## src/rtl/addsub_pkg.sv

```systemverilog
// addsub_pkg: state encoding and op codes for serial_addsub_ctrl
package addsub_pkg;
    typedef enum logic [1:0] {IDLE, RUN, DONE} state_t;
    localparam logic OP_ADD = 1'b0;
    localparam logic OP_SUB = 1'b1;
endpackage

```

## src/rtl/full_adder.sv

```systemverilog
// full_adder: single-bit adder shared by the serial add/subtract datapath
module full_adder (
    input  logic A,
    input  logic B,
    input  logic Cin,
    output logic S,
    output logic Cout
);
    assign S    = A ^ B ^ Cin;
    assign Cout = (A & B) | (Cin & (A ^ B));
endmodule

```

## src/rtl/serial_addsub_ctrl.sv

```systemverilog
// serial_addsub_ctrl: LSB-first bit-serial add/sub over one full_adder; ADDSUB_SAT_EN saturates on overflow
module serial_addsub_ctrl
    import addsub_pkg::*;
#(
    parameter int WIDTH = 4
) (
    input  logic             clk,
    input  logic             rst_n,
    input  logic             start,
    input  logic             op,
    input  logic [WIDTH-1:0] a_in,
    input  logic [WIDTH-1:0] b_in,
    output logic             busy,
    output logic             done,
    output logic [WIDTH-1:0] sum,
    output logic             cout,
    output logic             ovf
);
    localparam int CW = $clog2(WIDTH);

    state_t           state, state_n;
    logic [CW-1:0]    cnt;
    logic             carry, s, c, last, accept, ovf_n;
    logic [WIDTH-1:0] a_sr, b_sr, nxt, res;
    logic [WIDTH-2:0] acc;

    full_adder u_fa (.A(a_sr[0]), .B(b_sr[0]), .Cin(carry), .S(s), .Cout(c));

    always_comb begin
        busy    = state == RUN;
        done    = state == DONE;
        last    = (state == RUN) && (cnt == CW'(WIDTH - 1));
        accept  = start && (state != RUN);
        state_n = accept ? RUN : last ? DONE : (state == DONE) ? IDLE : state;
    end

    // On the last RUN cycle a_sr[0]/b_sr[0] are the sign bits of the effective operands
    always_comb begin
        nxt   = {s, acc};
        ovf_n = (a_sr[0] == b_sr[0]) && (s != a_sr[0]);
`ifdef ADDSUB_SAT_EN
        res   = ovf_n ? {a_sr[0], {(WIDTH-1){~a_sr[0]}}} : nxt;
`else
        res   = nxt;
`endif
    end

    always_ff @(posedge clk or negedge rst_n) begin
        if (!rst_n) state <= IDLE;
        else        state <= state_n;
    end

    always_ff @(posedge clk or negedge rst_n) begin
        if (!rst_n) begin
            a_sr  <= '0;
            b_sr  <= '0;
            acc   <= '0;
            cnt   <= '0;
            carry <= 1'b0;
            sum   <= '0;
            cout  <= 1'b0;
            ovf   <= 1'b0;
        end else if (accept) begin
            a_sr  <= a_in;
            b_sr  <= (op == OP_SUB) ? ~b_in : b_in;
            carry <= op == OP_SUB;
            cnt   <= '0;
        end else if (state == RUN) begin
            a_sr  <= a_sr >> 1;
            b_sr  <= b_sr >> 1;
            acc   <= nxt[WIDTH-1:1];
            carry <= c;
            cnt   <= cnt + CW'(1);
            if (last) begin
                sum  <= res;
                cout <= c;
                ovf  <= ovf_n;
            end
        end
    end
endmodule
```

## config.mk

```make
export PLATFORM = sky130hd
export DESIGN_NAME = serial_addsub_ctrl
export DESIGN_NICKNAME = d
export VERILOG_FILES = /design/src/rtl/addsub_pkg.sv /design/src/rtl/full_adder.sv /design/src/rtl/serial_addsub_ctrl.sv
export SDC_FILE = /design/constraint.sdc
export NUM_CORES = 1
export LEC_CHECK = 0
export ABC_AREA = 1
export ABC_CLOCK_PERIOD_IN_PS = 1250
export BUFFER_PORTS_ARGS = -buffer_cell sky130_fd_sc_hd__buf_4
export CAP_MARGIN = 10
export CORE_MARGIN = 3
export CORE_UTILIZATION = 48
export CTS_CLUSTER_SIZE = 16
export DETAILED_ROUTE_END_ITERATION = 6
export HOLD_SLACK_MARGIN = 0.15
export MAX_ROUTING_LAYER = met4
export PLACE_DENSITY = 0.7
export SLEW_MARGIN = 20
export SYNTH_ARGS = -nofsm -noshare
export SYNTH_HDL_FRONTEND = slang
export SYNTH_SLANG_ARGS = --single-unit
```

## constraint.sdc

```tcl
create_clock -name clk -period 1.25 [get_ports clk]
set_input_delay 0.125 -clock clk [delete_from_list [all_inputs] [get_ports clk]]
set_output_delay 0.125 -clock clk [all_outputs]
set_load 0.01 [all_outputs]
```

==> flow_summary.yaml <==
logic_synthesis:
  synth-seq-cells: 22
  synth.cell_area_mm2: 0.00106
  synth.avg_cell_area_um2: 8.59
  synthTopCellsByArea: "dfrtp_1 52%, nand2_1 16%, nand3_1 8.5%"
  synth-warning-count: 0
  yosysSeqAreaShare: 0.521
  synth_largest_type_area_fraction: 0.521
  synth_cells: 123
  synth_largest_area_cell: "dfrtp_1"
  synth_cell_types: 17
  syn-num-nets: 138
place:
  place_area_mm2: 0.00126
  numPortBuffers: 19
  place.gp.congestion: 0.734
  dpl.hpwl_um: 1520
timing:
  rsz0062_at_grt: "yes"
  maxSlewViolCount: 0
  worst_slack_ns: -0.0857
  finalCritPeriodShare: 1.07
  period_minus_slack_ns: 1.34
  worst_pin_slew_ns: 0.278
  setup_viol: 4
  fmax_ghz: 0.749
  skew_ns: 0.00302
  hold_viol_final: 0
  max_slew_margin: 0.815
clocking:
  cts_made_buffers: 3
  cts_sinks: 22
  cts_tree: "built"
  cts.clk_slew.worst_paths_ns: 0.13
  clock_path_buffers: 2
  root_buffer: "clkbuf_4"
  clkLatencyLatePin_ns: 0.31
  cts_htree_levels: 1
die:
  start_util: 0.522
  die_h_um: 52.9
  ioPinCount: 20
  dieWidth_um: 52.9
  die-area_mm2: 0.00280
  core_area_mm2: 0.00202
  rows: 16
finish:
  drive_above_1_share: 0.302
  n_antenna_cell: 0
  final_cell_area_mm2: 0.00150
  num-nets-final: 185
  fillerInstances: 142
  ff_latch_area_um2: 552
  areaGrowthSynthToFinish_pct: 42.1
  multi_input_area_um2: 452
route:
  ant_nets: 0
  drc: 0
  wl_per_cell_um: 12.4
  detail_route.vias_per_cell: 4.86
  first_pass_iters: 4
  drtIter0Drc: 28
  wirelength_um: 2440
  vias: 952
run:
  maxCapViolCount: 0
critical_path:
  crit_arrival_ns: 1.60
  crit_start: "carry"
  crit_path_frequent_cell: "nor2_1"
  required_ns: 1.51
  end_kind: "register"
  crit_path_cell_trace: "fa_1, nor2_1, nor2_1, nand3_1, nand2_1"
  r2r_cells: 5
  path_class: "register to register"
  worstReg2RegStart: "carry"
  max_stage_delay_ns: 0.58
  crit_slowest_cell: "fa_1"
  worstSetupStartpointType: "register"
  critical_path_peak_fanout: 3
outcome:
  violations: "setup timing"
  status: "complete, but fails checks"
global_route:
  grt_usage: 0.201
  antenna_found_initial: 0
  grt_max_degree: 23
  overflow: 0
  grt_pass1_vias: 967
  grt_pass1_wl_um: 4000
pwr:
  p_per_area_mw_per_mm2: 2480
  power_leakage_nw: 0.799
  p_total_mw: 3.71
  ir_drop_v: 0.00195
worst_hold_path:
  holdCritPathClass: "input port to async pin"
==> state kept, by name, indices dropped and copies added (netlist names) <==
signal and cells:
sum 4, cout 1, b_sr 4, acc 3, a_sr 4, ovf 1, state 2, carry 1
cnt 2
==> synth_stat cells <==
master / number
buf_4: 1
nand3_1: 18
dfrtp_1: 22
nand2_1: 45
nor2_1: 5
o21ai_1: 4
o31ai_1: 1
fa_1: 1
inv_2: 2
buf_6: 2
nand2_2: 2
a21oi_2: 2
nor2_4: 1
ha_1: 2
inv_1: 11
xor2_1: 1
o21ai_2: 3
==> cells in the final DEF (no fill, tap or decap) <==
master and instances:
nand3_1 18, buf_6 4, a21oi_4 1, inv_2 3
xor2_1 1, nand2_4 2, clkbuf_8 1, nand2_1 45
clkbuf_4 3, dlygate4sd3_1 11, inv_1 10, a21oi_2 1
nor2_1 4, dfrtp_1 21, o21ai_2 3, o31ai_1 1
ha_1 2, dfrtp_2 1, nor2_4 2, fa_1 1
buf_2 1, buf_4 29, o21ai_1 4
==> final cells by class <==
type	count	share of cell area
Sequential cell	22	0.368
Multi-Input combinational cell	85	0.301
Timing Repair Buffer	45	0.252
Inverter	13	0.0325
Clock buffer	4	0.0242
Tap cell	27	0.0225
==> cell families after synthesis <==
kind of cell,after synthesis,synth area share
flip-flops,22,0.521
AND/OR/NAND/NOR,71,0.286
adder cells (fa/ha/maj),3,0.0427
XOR/XNOR,1,0.00830
AO/OA/AOI/OAI,10,0.0675
buffers and inverters,16,0.0746
==> through the flow <==
step / std cells / util / hold slack [ns] / TNS (ns) / setup WS [ns]
3_3_place_gp: 174 / 0.624 / 0.0290 / -0.0300 / -0.0300
6_report: 196 / 0.742 / 0.219 / -0.156 / -0.0857
5_1_grt: 196 / 0.742 / 0.235 / -0.454 / -0.151
2_1_floorplan: 123 / - / -0.171 / -0.00501 / -0.00501
4_1_cts: 191 / 0.712 / 0.223 / -0.157 / -0.0912
3_5_place_dp: 174 / 0.624 / 0.0295 / -0.0798 / -0.0736
==> path summary, 6_finish.rpt <==
path / end / slack, ns
setup / recovery: ovf / -0.09
hold / removal: sum[1] / 0.22
setup reg to reg: ovf / -0.09
hold reg to reg: a_sr[3] / 0.49
max in group asynchronous: state[0] / 0.80
min in group clk: a_sr[3] / 0.49
==> what timing repair did <==
action | CTS | global route
resized for setup | 6 | 5
pin swaps | 2 | 2
hold endpoints to repair | 33 | 0
buffers inserted | 2 | 4
endpoints found under the setup margin | 5 | 9
cloned | 0 | 1
hold buffers | 11 | 0
==> per-layer routing <==
metal  up-vias  wire, um  global-route usage  share of wire
met1       446      1050               0.222           0.43
li1        479         -                   -              -
met3         4        72              0.0310          0.030
met2        23      1290               0.355           0.53
met4         0        27              0.0894          0.011
met5         -         0                   -              0
==> critical path: cells and delay by family, from the launching register on <==
family	cells	cell delay [ns]
DFF	1	0.43
adders and majority gates	1	0.58
and+or+nand+nor	4	0.27
==> report_power, final <==
part | internal, mW | switching [mW] | leakage, nW
logic | 1.01 | 1.09 | 0.497
clock network | 0.178 | 0.226 | 0.0210
registers | 1.03 | 0.190 | 0.281
total | 2.21 | 1.50 | 0.799
No activity file was read; power rests on OpenSTA's default activity.
